$ cat src/rtl/mem_arbiter_if.sv
`default_nettype none
// +----------------------------------------------------------------------+
// | Module  : mem_arbiter_if                                             |
// | Brief   : Bus bundle for the two-requester memory arbiter: fetch     |
// |           port, data port and downstream memory port.               |
// | Revision: 1.0  initial release                                       |
// +----------------------------------------------------------------------+
interface mem_arbiter_if;
  // Fetch port
  logic        if_req;
  logic [31:0] if_addr;
  logic        if_ack;
  logic [31:0] if_rdata;
  logic        if_err;
  // Data port
  logic        d_req;
  logic        d_we;
  logic [31:0] d_addr;
  logic [31:0] d_wdata;
  logic [3:0]  d_wstrb;
  logic        d_ack;
  logic [31:0] d_rdata;
  logic        d_err;
  // Memory port
  logic        mem_req;
  logic        mem_we;
  logic [31:0] mem_addr;
  logic [31:0] mem_wdata;
  logic [3:0]  mem_wstrb;
  logic        mem_ack;
  logic [31:0] mem_rdata;

  // Arbiter side
  modport slave (
    input  if_req, if_addr, d_req, d_we, d_addr, d_wdata, d_wstrb, mem_ack, mem_rdata,
    output if_ack, if_rdata, if_err, d_ack, d_rdata, d_err,
           mem_req, mem_we, mem_addr, mem_wdata, mem_wstrb
  );

  // Requesters and memory side
  modport master (
    output if_req, if_addr, d_req, d_we, d_addr, d_wdata, d_wstrb, mem_ack, mem_rdata,
    input  if_ack, if_rdata, if_err, d_ack, d_rdata, d_err,
           mem_req, mem_we, mem_addr, mem_wdata, mem_wstrb
  );
endinterface
`default_nettype wire

$ cat src/rtl/mem_arbiter.sv
`default_nettype none
// +----------------------------------------------------------------------+
// | Module  : mem_arbiter                                                |
// | Brief   : Two-port (fetch/data) to single memory port arbiter with   |
// |           data priority, fetch anti-starvation and BUSY timeout.     |
// | Revision: 1.0  initial release                                       |
// +----------------------------------------------------------------------+
module mem_arbiter #(
  parameter int STARVE_MAX = 4,
  parameter int TIMEOUT    = 255
) (
  input  logic          clk,
  input  logic          reset,
  mem_arbiter_if.slave  bus
);

  localparam logic [2:0] c_starve_max = 3'(STARVE_MAX);
  // Last BUSY cycle count value before the transaction is abandoned
  localparam logic [7:0] c_tmo_last   = 8'(TIMEOUT - 1);

  typedef enum logic [1:0] {
    S_IDLE = 2'd0,
    S_BUSY = 2'd1,
    S_RESP = 2'd2
  } state_t;

  state_t      r_state;
  state_t      w_state_nxt;
  logic        w_grant_data;
  logic        w_grant_fetch;
  logic        w_timeout;

  logic        r_gnt_data;   // 1: data port owns the current transaction
  logic        r_mem_req;
  logic        r_mem_we;
  logic [31:0] r_mem_addr;
  logic [31:0] r_mem_wdata;
  logic [3:0]  r_mem_wstrb;
  logic [31:0] r_if_rdata;
  logic [31:0] r_d_rdata;
  logic        r_err;
  logic [2:0]  r_starve_cnt;
  logic [7:0]  r_tmo_cnt;

  // State register
  always_ff @(posedge clk or posedge reset) begin
    if (reset) r_state <= S_IDLE;
    else       r_state <= w_state_nxt;
  end

  // Arbitration decision, completion/timeout detection and next state
  always_comb begin
    w_state_nxt   = r_state;
    w_grant_data  = 1'b0;
    w_grant_fetch = 1'b0;
    w_timeout     = 1'b0;
    case (r_state)
      S_IDLE: begin
        // Data wins unless fetch has waited through STARVE_MAX data grants
        if (bus.d_req && !(bus.if_req && (r_starve_cnt == c_starve_max))) begin
          w_grant_data = 1'b1;
          w_state_nxt  = S_BUSY;
        end else if (bus.if_req) begin
          w_grant_fetch = 1'b1;
          w_state_nxt   = S_BUSY;
        end
      end
      S_BUSY: begin
        if (bus.mem_ack) begin
          w_state_nxt = S_RESP;
        end else if (r_tmo_cnt == c_tmo_last) begin
          w_timeout   = 1'b1;
          w_state_nxt = S_RESP;
        end
      end
      S_RESP:  w_state_nxt = S_IDLE;
      default: w_state_nxt = S_IDLE;
    endcase
  end

  // Request capture, response capture, starvation and timeout counters
  always_ff @(posedge clk or posedge reset) begin
    if (reset) begin
      r_gnt_data   <= 1'b0;
      r_mem_req    <= 1'b0;
      r_mem_we     <= 1'b0;
      r_mem_addr   <= 32'h0;
      r_mem_wdata  <= 32'h0;
      r_mem_wstrb  <= 4'h0;
      r_if_rdata   <= 32'h0;
      r_d_rdata    <= 32'h0;
      r_err        <= 1'b0;
      r_starve_cnt <= 3'd0;
      r_tmo_cnt    <= 8'd0;
    end else begin
      case (r_state)
        S_IDLE: begin
          if (w_grant_data) begin
            r_gnt_data  <= 1'b1;
            r_mem_req   <= 1'b1;
            r_mem_we    <= bus.d_we;
            r_mem_addr  <= bus.d_addr;
            r_mem_wdata <= bus.d_wdata;
            r_mem_wstrb <= bus.d_wstrb;
            r_tmo_cnt   <= 8'd0;
            if (bus.if_req && (r_starve_cnt != c_starve_max))
              r_starve_cnt <= r_starve_cnt + 3'd1;
          end else if (w_grant_fetch) begin
            r_gnt_data   <= 1'b0;
            r_mem_req    <= 1'b1;
            r_mem_we     <= 1'b0;
            r_mem_addr   <= bus.if_addr;
            r_mem_wdata  <= 32'h0;
            r_mem_wstrb  <= 4'h0;
            r_tmo_cnt    <= 8'd0;
            r_starve_cnt <= 3'd0;
          end
        end
        S_BUSY: begin
          if (bus.mem_ack) begin
            r_mem_req <= 1'b0;
            r_err     <= 1'b0;
            if (r_gnt_data) r_d_rdata  <= bus.mem_rdata;
            else            r_if_rdata <= bus.mem_rdata;
          end else begin
            r_tmo_cnt <= r_tmo_cnt + 8'd1;
            if (w_timeout) begin
              r_mem_req <= 1'b0;
              r_err     <= 1'b1;
              if (r_gnt_data) r_d_rdata  <= 32'h0;
              else            r_if_rdata <= 32'h0;
            end
          end
        end
        default: ;
      endcase
    end
  end

  // Acks and error flags exist only in RESP, for the granted port
  assign bus.if_ack    = (r_state == S_RESP) && !r_gnt_data;
  assign bus.d_ack     = (r_state == S_RESP) &&  r_gnt_data;
  assign bus.if_err    = bus.if_ack && r_err;
  assign bus.d_err     = bus.d_ack  && r_err;
  assign bus.if_rdata  = r_if_rdata;
  assign bus.d_rdata   = r_d_rdata;
  assign bus.mem_req   = r_mem_req;
  assign bus.mem_we    = r_mem_we;
  assign bus.mem_addr  = r_mem_addr;
  assign bus.mem_wdata = r_mem_wdata;
  assign bus.mem_wstrb = r_mem_wstrb;

endmodule
`default_nettype wire
$ cat src/flat_wrapper.sv
// flat-port wrapper written by rule: the top's interface ports become plain ports
module mem_arbiter_flat 
#(
  parameter int STARVE_MAX = 4,
  parameter int TIMEOUT    = 255
)
  (clk, reset, bus_if_req, bus_if_addr, bus_d_req, bus_d_we, bus_d_addr, bus_d_wdata, bus_d_wstrb, bus_mem_ack, bus_mem_rdata, bus_if_ack, bus_if_rdata, bus_if_err, bus_d_ack, bus_d_rdata, bus_d_err, bus_mem_req, bus_mem_we, bus_mem_addr, bus_mem_wdata, bus_mem_wstrb);
  mem_arbiter_if bus_i ();
  input  logic clk;
  input  logic reset;
  input wire logic [$bits(bus_i.if_req)-1:0] bus_if_req;
  input wire logic [$bits(bus_i.if_addr)-1:0] bus_if_addr;
  input wire logic [$bits(bus_i.d_req)-1:0] bus_d_req;
  input wire logic [$bits(bus_i.d_we)-1:0] bus_d_we;
  input wire logic [$bits(bus_i.d_addr)-1:0] bus_d_addr;
  input wire logic [$bits(bus_i.d_wdata)-1:0] bus_d_wdata;
  input wire logic [$bits(bus_i.d_wstrb)-1:0] bus_d_wstrb;
  input wire logic [$bits(bus_i.mem_ack)-1:0] bus_mem_ack;
  input wire logic [$bits(bus_i.mem_rdata)-1:0] bus_mem_rdata;
  output wire logic [$bits(bus_i.if_ack)-1:0] bus_if_ack;
  output wire logic [$bits(bus_i.if_rdata)-1:0] bus_if_rdata;
  output wire logic [$bits(bus_i.if_err)-1:0] bus_if_err;
  output wire logic [$bits(bus_i.d_ack)-1:0] bus_d_ack;
  output wire logic [$bits(bus_i.d_rdata)-1:0] bus_d_rdata;
  output wire logic [$bits(bus_i.d_err)-1:0] bus_d_err;
  output wire logic [$bits(bus_i.mem_req)-1:0] bus_mem_req;
  output wire logic [$bits(bus_i.mem_we)-1:0] bus_mem_we;
  output wire logic [$bits(bus_i.mem_addr)-1:0] bus_mem_addr;
  output wire logic [$bits(bus_i.mem_wdata)-1:0] bus_mem_wdata;
  output wire logic [$bits(bus_i.mem_wstrb)-1:0] bus_mem_wstrb;
  assign bus_i.if_req = bus_if_req;
  assign bus_i.if_addr = bus_if_addr;
  assign bus_i.d_req = bus_d_req;
  assign bus_i.d_we = bus_d_we;
  assign bus_i.d_addr = bus_d_addr;
  assign bus_i.d_wdata = bus_d_wdata;
  assign bus_i.d_wstrb = bus_d_wstrb;
  assign bus_i.mem_ack = bus_mem_ack;
  assign bus_i.mem_rdata = bus_mem_rdata;
  assign bus_if_ack = bus_i.if_ack;
  assign bus_if_rdata = bus_i.if_rdata;
  assign bus_if_err = bus_i.if_err;
  assign bus_d_ack = bus_i.d_ack;
  assign bus_d_rdata = bus_i.d_rdata;
  assign bus_d_err = bus_i.d_err;
  assign bus_mem_req = bus_i.mem_req;
  assign bus_mem_we = bus_i.mem_we;
  assign bus_mem_addr = bus_i.mem_addr;
  assign bus_mem_wdata = bus_i.mem_wdata;
  assign bus_mem_wstrb = bus_i.mem_wstrb;
  mem_arbiter #(.STARVE_MAX(STARVE_MAX), .TIMEOUT(TIMEOUT)) u_core (.clk(clk), .reset(reset), .bus(bus_i));
endmodule
$ cat config.mk
export PLATFORM = sky130hd
export DESIGN_NAME = mem_arbiter_flat
export DESIGN_NICKNAME = d
export VERILOG_FILES = /design/src/rtl/mem_arbiter_if.sv /design/src/rtl/mem_arbiter.sv /design/src/flat_wrapper.sv
export SDC_FILE = /design/constraint.sdc
export NUM_CORES = 1
export LEC_CHECK = 0
export ABC_AREA = 1
export CORE_MARGIN = 5
export CORE_UTILIZATION = 44
export CTS_BUF_LIST = sky130_fd_sc_hd__clkbuf_8
export CTS_CLUSTER_DIAMETER = 120
export DETAILED_ROUTE_END_ITERATION = 10
export GPL_TIMING_DRIVEN = 0
export HOLD_SLACK_MARGIN = 0.06
export PLACE_DENSITY = 0.92
export SYNTH_ARGS = -nofsm -noshare
export SYNTH_HDL_FRONTEND = slang
export SYNTH_SLANG_ARGS = --single-unit
$ cat constraint.sdc
create_clock -name clk -period 7.2 [get_ports clk]
set_input_delay 1.44 -clock clk [delete_from_list [all_inputs] [get_ports clk]]
set_output_delay 1.44 -clock clk [all_outputs]
set_load 0.01 [all_outputs]
### Yosys cells after proc, flatten, opt, wreduce, memory -nomap -nowiden

Index checks and enable logic that the tools add are counted.

| word-level totals | value |
|---|---|
| register bits | 149 |
| input bits | 138 |
| output and inout port bits | 138 |
| logic and storage cells | 91 |

| operators by class | value |
|---|---|
| $add $sub $neg | 2 |
| eq/ne operators | 11 |
| multiplexer cells | 44 |
| bitwise gates (word level) | 1 |
| reduce and logical (&&, ||, !) cells | 21 |

Operators with widths:

| operator | count |
|---|---|
| 2-to-1 mux 32 bit | 12 |
| 2-to-1 mux 8 bit | 3 |
| 2-to-1 mux 1 bit | 17 |
| one-hot mux 8 bit (2 select lines) | 1 |
| AND reduction 3 bit | 5 |
| 2-to-1 mux 3 bit | 3 |
| != test 3 x 2 -> 1 bit (second input constant) | 3 |
| adder 8 x 1 -> 8 bit (second input constant) | 1 |
| equality test 8 bit (second input constant) | 1 |
| 2-to-1 mux 2 bit | 4 |
| 2-to-1 mux 4 bit | 2 |
| logical AND 1 bit | 7 |
| AND reduction 2 bit | 3 |
| nonzero test 2 bit | 3 |
| != test 2 bit (second input constant) | 2 |
| one-hot mux 2 bit (2 select lines) | 1 |
| adder 3 x 1 -> 3 bit (second input constant) | 1 |
| equality test 3 bit (second input constant) | 1 |
| != test 3 x 1 -> 1 bit (second input constant) | 1 |
| != test 3 bit (second input constant) | 1 |
| equality test 2 x 1 -> 1 bit (second input constant) | 1 |
| equality test 2 bit (second input constant) | 1 |
| logical NOT 1 bit | 2 |
| logical NOT 2 bit | 1 |
| 2 further kinds | 2 |

### Logic depth before layout (Yosys ltp)

| logic depth | value |
|---|---|
| word-level depth | 9 |
| depth in mapped cells | 10 |
| gate-level depth less buffers | 9 |

### Least setup slack after synthesis

No wires, ideal clock.

| timing path | value |
|---|---|
| kind | register to output |
| start point | reg u_core.r_gnt_data |
| end point | out bus_d_ack |
| data arrival time | 1.054 ns |
| required time | 5.760 ns |
| slack | 4.706 ns |
| stages on the path, launching flop included | 5 |
| buffers on the path | 2 |
| cell sequence | dfrtp_1 > buf_2 > inv_2 > buf_1 > nor3_1 |

| on the way | value |
|---|---|
| word-level cells in the longest chain between the ends | 1 |

RTL lines:

| element | RTL line | RTL |
|---|---|---|
| start, declared | mem_arbiter.sv:33 | `logic r_gnt_data;` |
| start signal, assigned | mem_arbiter.sv:84 | `r_gnt_data <= 1'b0;` |
| start signal, assigned | mem_arbiter.sv:99 | `r_gnt_data <= 1'b1;` |
| start signal, assigned | mem_arbiter.sv:109 | `r_gnt_data <= 1'b0;` |
| logical AND 1 bit | mem_arbiter.sv:142 | `assign bus.d_ack = (r_state == S_RESP) && r_gnt_data;` |
| end, declared | flat_wrapper.sv:23 | `output wire logic [$bits(bus_i.d_ack)-1:0] bus_d_ack;` |

Every way passes these cells.

### Final worst setup path

Ends and elaborated chain as after synthesis.

==> results by group <==
Job
  • Max Cap Viol: 0

Logic synthesis
  • Main synth FF type: dfrtp_1
  • Register bit total from synthesis: 149
  • Yosys cell types: 26
  • Cells after Synth: 728
  • Post-Syn Area: 0.00637 mm^2
  • Top cell type by total area after synthesis: dfrtp_1
  • Top cells by count, synth: nand2_1 (358), dfrtp_1 (149), nand4_1 (69)
  • Number of flops mapped to enable cells by yosys: 0
  • Post-synth ARST share: 100%
  • Warnings from Yosys: 0
  • Synth top area cells: dfrtp_1 (59%), nand2_1 (21%), nand4_1 (6.8%)
  • Syn avg cell area: 8.75 um^2
  • Seq/Total Area, Yosys: 58.5%
  • Most frequent cell after synthesis: nand2_1
  • Syn nets: between 800 and 900
  • Post-synth top area share: 58.5%

Timing
  • RSZ-0062 raised after global routing: false
  • Final setup violation count: 0
  • Rel. slew slack: between 60% and 70%
  • Final min period: 3.88 ns
  • Final setup margin: between 3 and 4 ns
  • Pins Over Slew Limit: 0
  • Layout Skew: 0.0121 ns
  • Worst-Margin Slew: between 0.5 and 0.6 ns
  • Hold Vio Cnt, Final: 0
  • FMAX: 257 MHz
  • Period utilization: 53.9%

Worst setup path
  • Crit path required time: 5.76 ns
  • CP bufs+invs: 4
  • Critical path launch point type: register
  • Max stage delay on crit path: 0.62 ns
  • Crit Path Class: reg2out
  • Critical path data arrival time: 2.44 ns
  • CP Cell Sequence: buf_2 -> inv_2 -> buf_1 -> nor3_1 -> clkdlybuf4s50_1
  • CP Capture Type: primary output
  • CP top delay family: buffers and inverters
  • Slowest-stage cell, CP: clkdlybuf4s50_1
  • CP Max Fanout: 10

Routing
  • Iteration count of the initial detailed-routing pass: 5
  • Vias per cell: 5.15
  • Remaining antenna violation count: 0
  • Final WL: 20.7 mm
  • Via Count: 6273
  • First DRT Iteration DRCs: ~500
  • WL/cell: 17.0 um
  • Drt drc: 0

Die
  • Placement Rows: 44
  • Starting Density: ~44%
  • Height of the chip: about 130 um
  • Die area: 0.0170 mm^2
  • Core ar.: 0.0144 mm^2
  • I/O pin count: 276
  • Die X-Extent: 130 um

Final layout
  • Layout Cells excl Fill: 1219
  • Area of the multi-input gates: roughly 0.0023 mm^2
  • Synth-to-layout area growth: 53.9%
  • Post-Layout Inst Area: 0.00980 mm^2
  • Sequential cell area: 0.00373 mm^2
  • Final Net Count: 1165
  • Diodes inserted: 0
  • Number of fill cells in the layout: between 1000 and 1500
  • Fin util: about two thirds
  • Share of post-route cells with drive strength above 1: 7.54%

Power and ir drop
  • Leakage: 4.69 nW
  • Peak supply drop: 0.201 mV
  • Total power: 4.03 mW
  • Power Dens Cells: 411 mW/mm^2

Place
  • Pre-CTS WS: about 3.8 ns
  • Placed insts: 1188
  • Area post-placement: about 0.0094 mm^2
  • DP HPWL: around 16 mm
  • PortBufs: 275
  • RePlAce Congestion: 0.843

Clocking
  • Post_cts resized: 0
  • CTS Buffer Depth: 2
  • CTS root buffer: clkbuf_8
  • CTS H-tree depth: 4
  • Clock-pin slew on the worst setup and hold paths: approximately 0.08 ns
  • Clk_lat worst skew: 0.44 ns
  • Cts bufs inserted: 17
  • Hold buffers post-CTS: 0
  • CTS tree: done
  • Post-CTS Repair Setup Buffers: 0
  • Clk sinks: ~150

Outcome
  • Outcome: finished clean

Global route
  • Initial antenna violation count: 0
  • Total GRT Usage: 24.0%
  • First-pass GRT wire length: 31.7 mm
  • Grt total ovfl: 0
  • Pin count of the biggest net entering global routing: 93
  • Number of global-route vias before repair: roughly 6300

Worst hold path
  • Hold Crit Class: reg2reg
-- kinds of logic (layout without fill, tap and decap cells) --
| family | count (synthesis) | in the layout | share of synthesized area [%] |
|---|---|---|---|
| adders and majority gates | 4 | 4 | 0.786 |
| AOI/OAI and AO/OA | 11 | 11 | 0.943 |
| xor gates and xnor gates | 1 | 1 | 0.137 |
| DFF | 149 | 149 | 58.5 |
| buffers and inverters | 66 | 373 | 5.58 |
| and+or+nand+nor | 497 | 497 | 34.0 |
-- routing by layer --
metal | track usage (%) | up-vias | part of all wire (%)
li1 | - | 2944 | -
met1 | 27.2 | 2972 | 37
met2 | 42.7 | 318 | 52
met3 | 6.75 | 39 | 9.5
met4 | 9.20 | 0 | 2.1
met5 | 0 | - | 0
-- metrics by stage --
stage | TNS, ns | hold slack, ns
final | 0 | 0.473
after global routing | 0 | 0.493
after CTS | 0 | 0.478
after detailed placement | 0 | 0.458
after global placement | -30.20 | 0.452
after floorplan | 0 | 0.453
-- tightest hold or removal path, stage by stage, from the launching register on --
cell and delay, ns:
dfrtp_1 0.35, nand2_1 0.05, nand2_1 0.04
-- sequential cells by signal (all words and copies together), names as in the netlist --
name and flops:
u_core.bus.if_rdata 32, u_core.bus.mem_addr 32, u_core.bus.mem_we 1, u_core.r_err 1, u_core.bus.mem_req 1, u_core.bus.mem_wdata 32, u_core.r_starve_cnt 3, u_core.bus.mem_wstrb 4
u_core.r_tmo_cnt 8, u_core.r_state 2, u_core.r_gnt_data 1, u_core.bus.d_rdata 32
-- path summary, 6_finish.rpt --
kind / slack, ns / start / endpoint / cells after the start
max in group asynchronous: 4.92 / reset / u_core.bus.d_rdata[5]$_DFFE_PP0P_ / 3
worst min register to register: 0.47 / u_core.bus.if_rdata[23]$_DFFE_PP0P_ / u_core.bus.if_rdata[23]$_DFFE_PP0P_ / 2
worst max register to register: 5.50 / u_core.r_starve_cnt[0]$_DFFE_PP0P_ / u_core.bus.mem_addr[7]$_DFFE_PP0P_ / 8
min in group asynchronous: 1.45 / reset / u_core.bus.mem_wdata[1]$_DFFE_PP0P_ / 2
worst min-delay path: 0.47 / u_core.bus.if_rdata[23]$_DFFE_PP0P_ / u_core.bus.if_rdata[23]$_DFFE_PP0P_ / 2
worst max-delay path: 3.32 / u_core.r_gnt_data$_DFFE_PP0P_ / bus_d_ack / 5
-- final cells by class --
type | count | area share, %
Buffer | 47 | 2.90
Clock buffer | 19 | 2.67
Clock inverter | 12 | 1.58
Inverter | 19 | 0.779
Multi-Input combinational cell | 513 | 23.3
Sequential cell | 149 | 38.0
Tap cell | 184 | 2.35
Timing Repair Buffer | 276 | 28.4
-- cells in the final DEF, fill, tap and decap left out, drive strengths merged, types with 2 or more instances in the layout --
cell type,netlist,final
bufinv,0,3
inv,19,21
nand2,362,362
nor3,3,3
nor2,12,12
ha,4,4
nand4,69,69
clkinv,0,3
clkbuf,14,33
nor4,2,2
clkdlybuf4s50,0,275
o21ai,8,8
dfrtp,149,149
a21oi,2,2
clkinvlp,0,4
nand3,48,48
buf,33,34
-- where the power goes --
part,internal [mW],leakage [nW],switching [mW]
sequential,1.21,1.89,0.222
clock,0.359,0.202,0.320
combinational,0.951,2.60,0.969
Note: power is estimated with default switching activity, not from simulation.
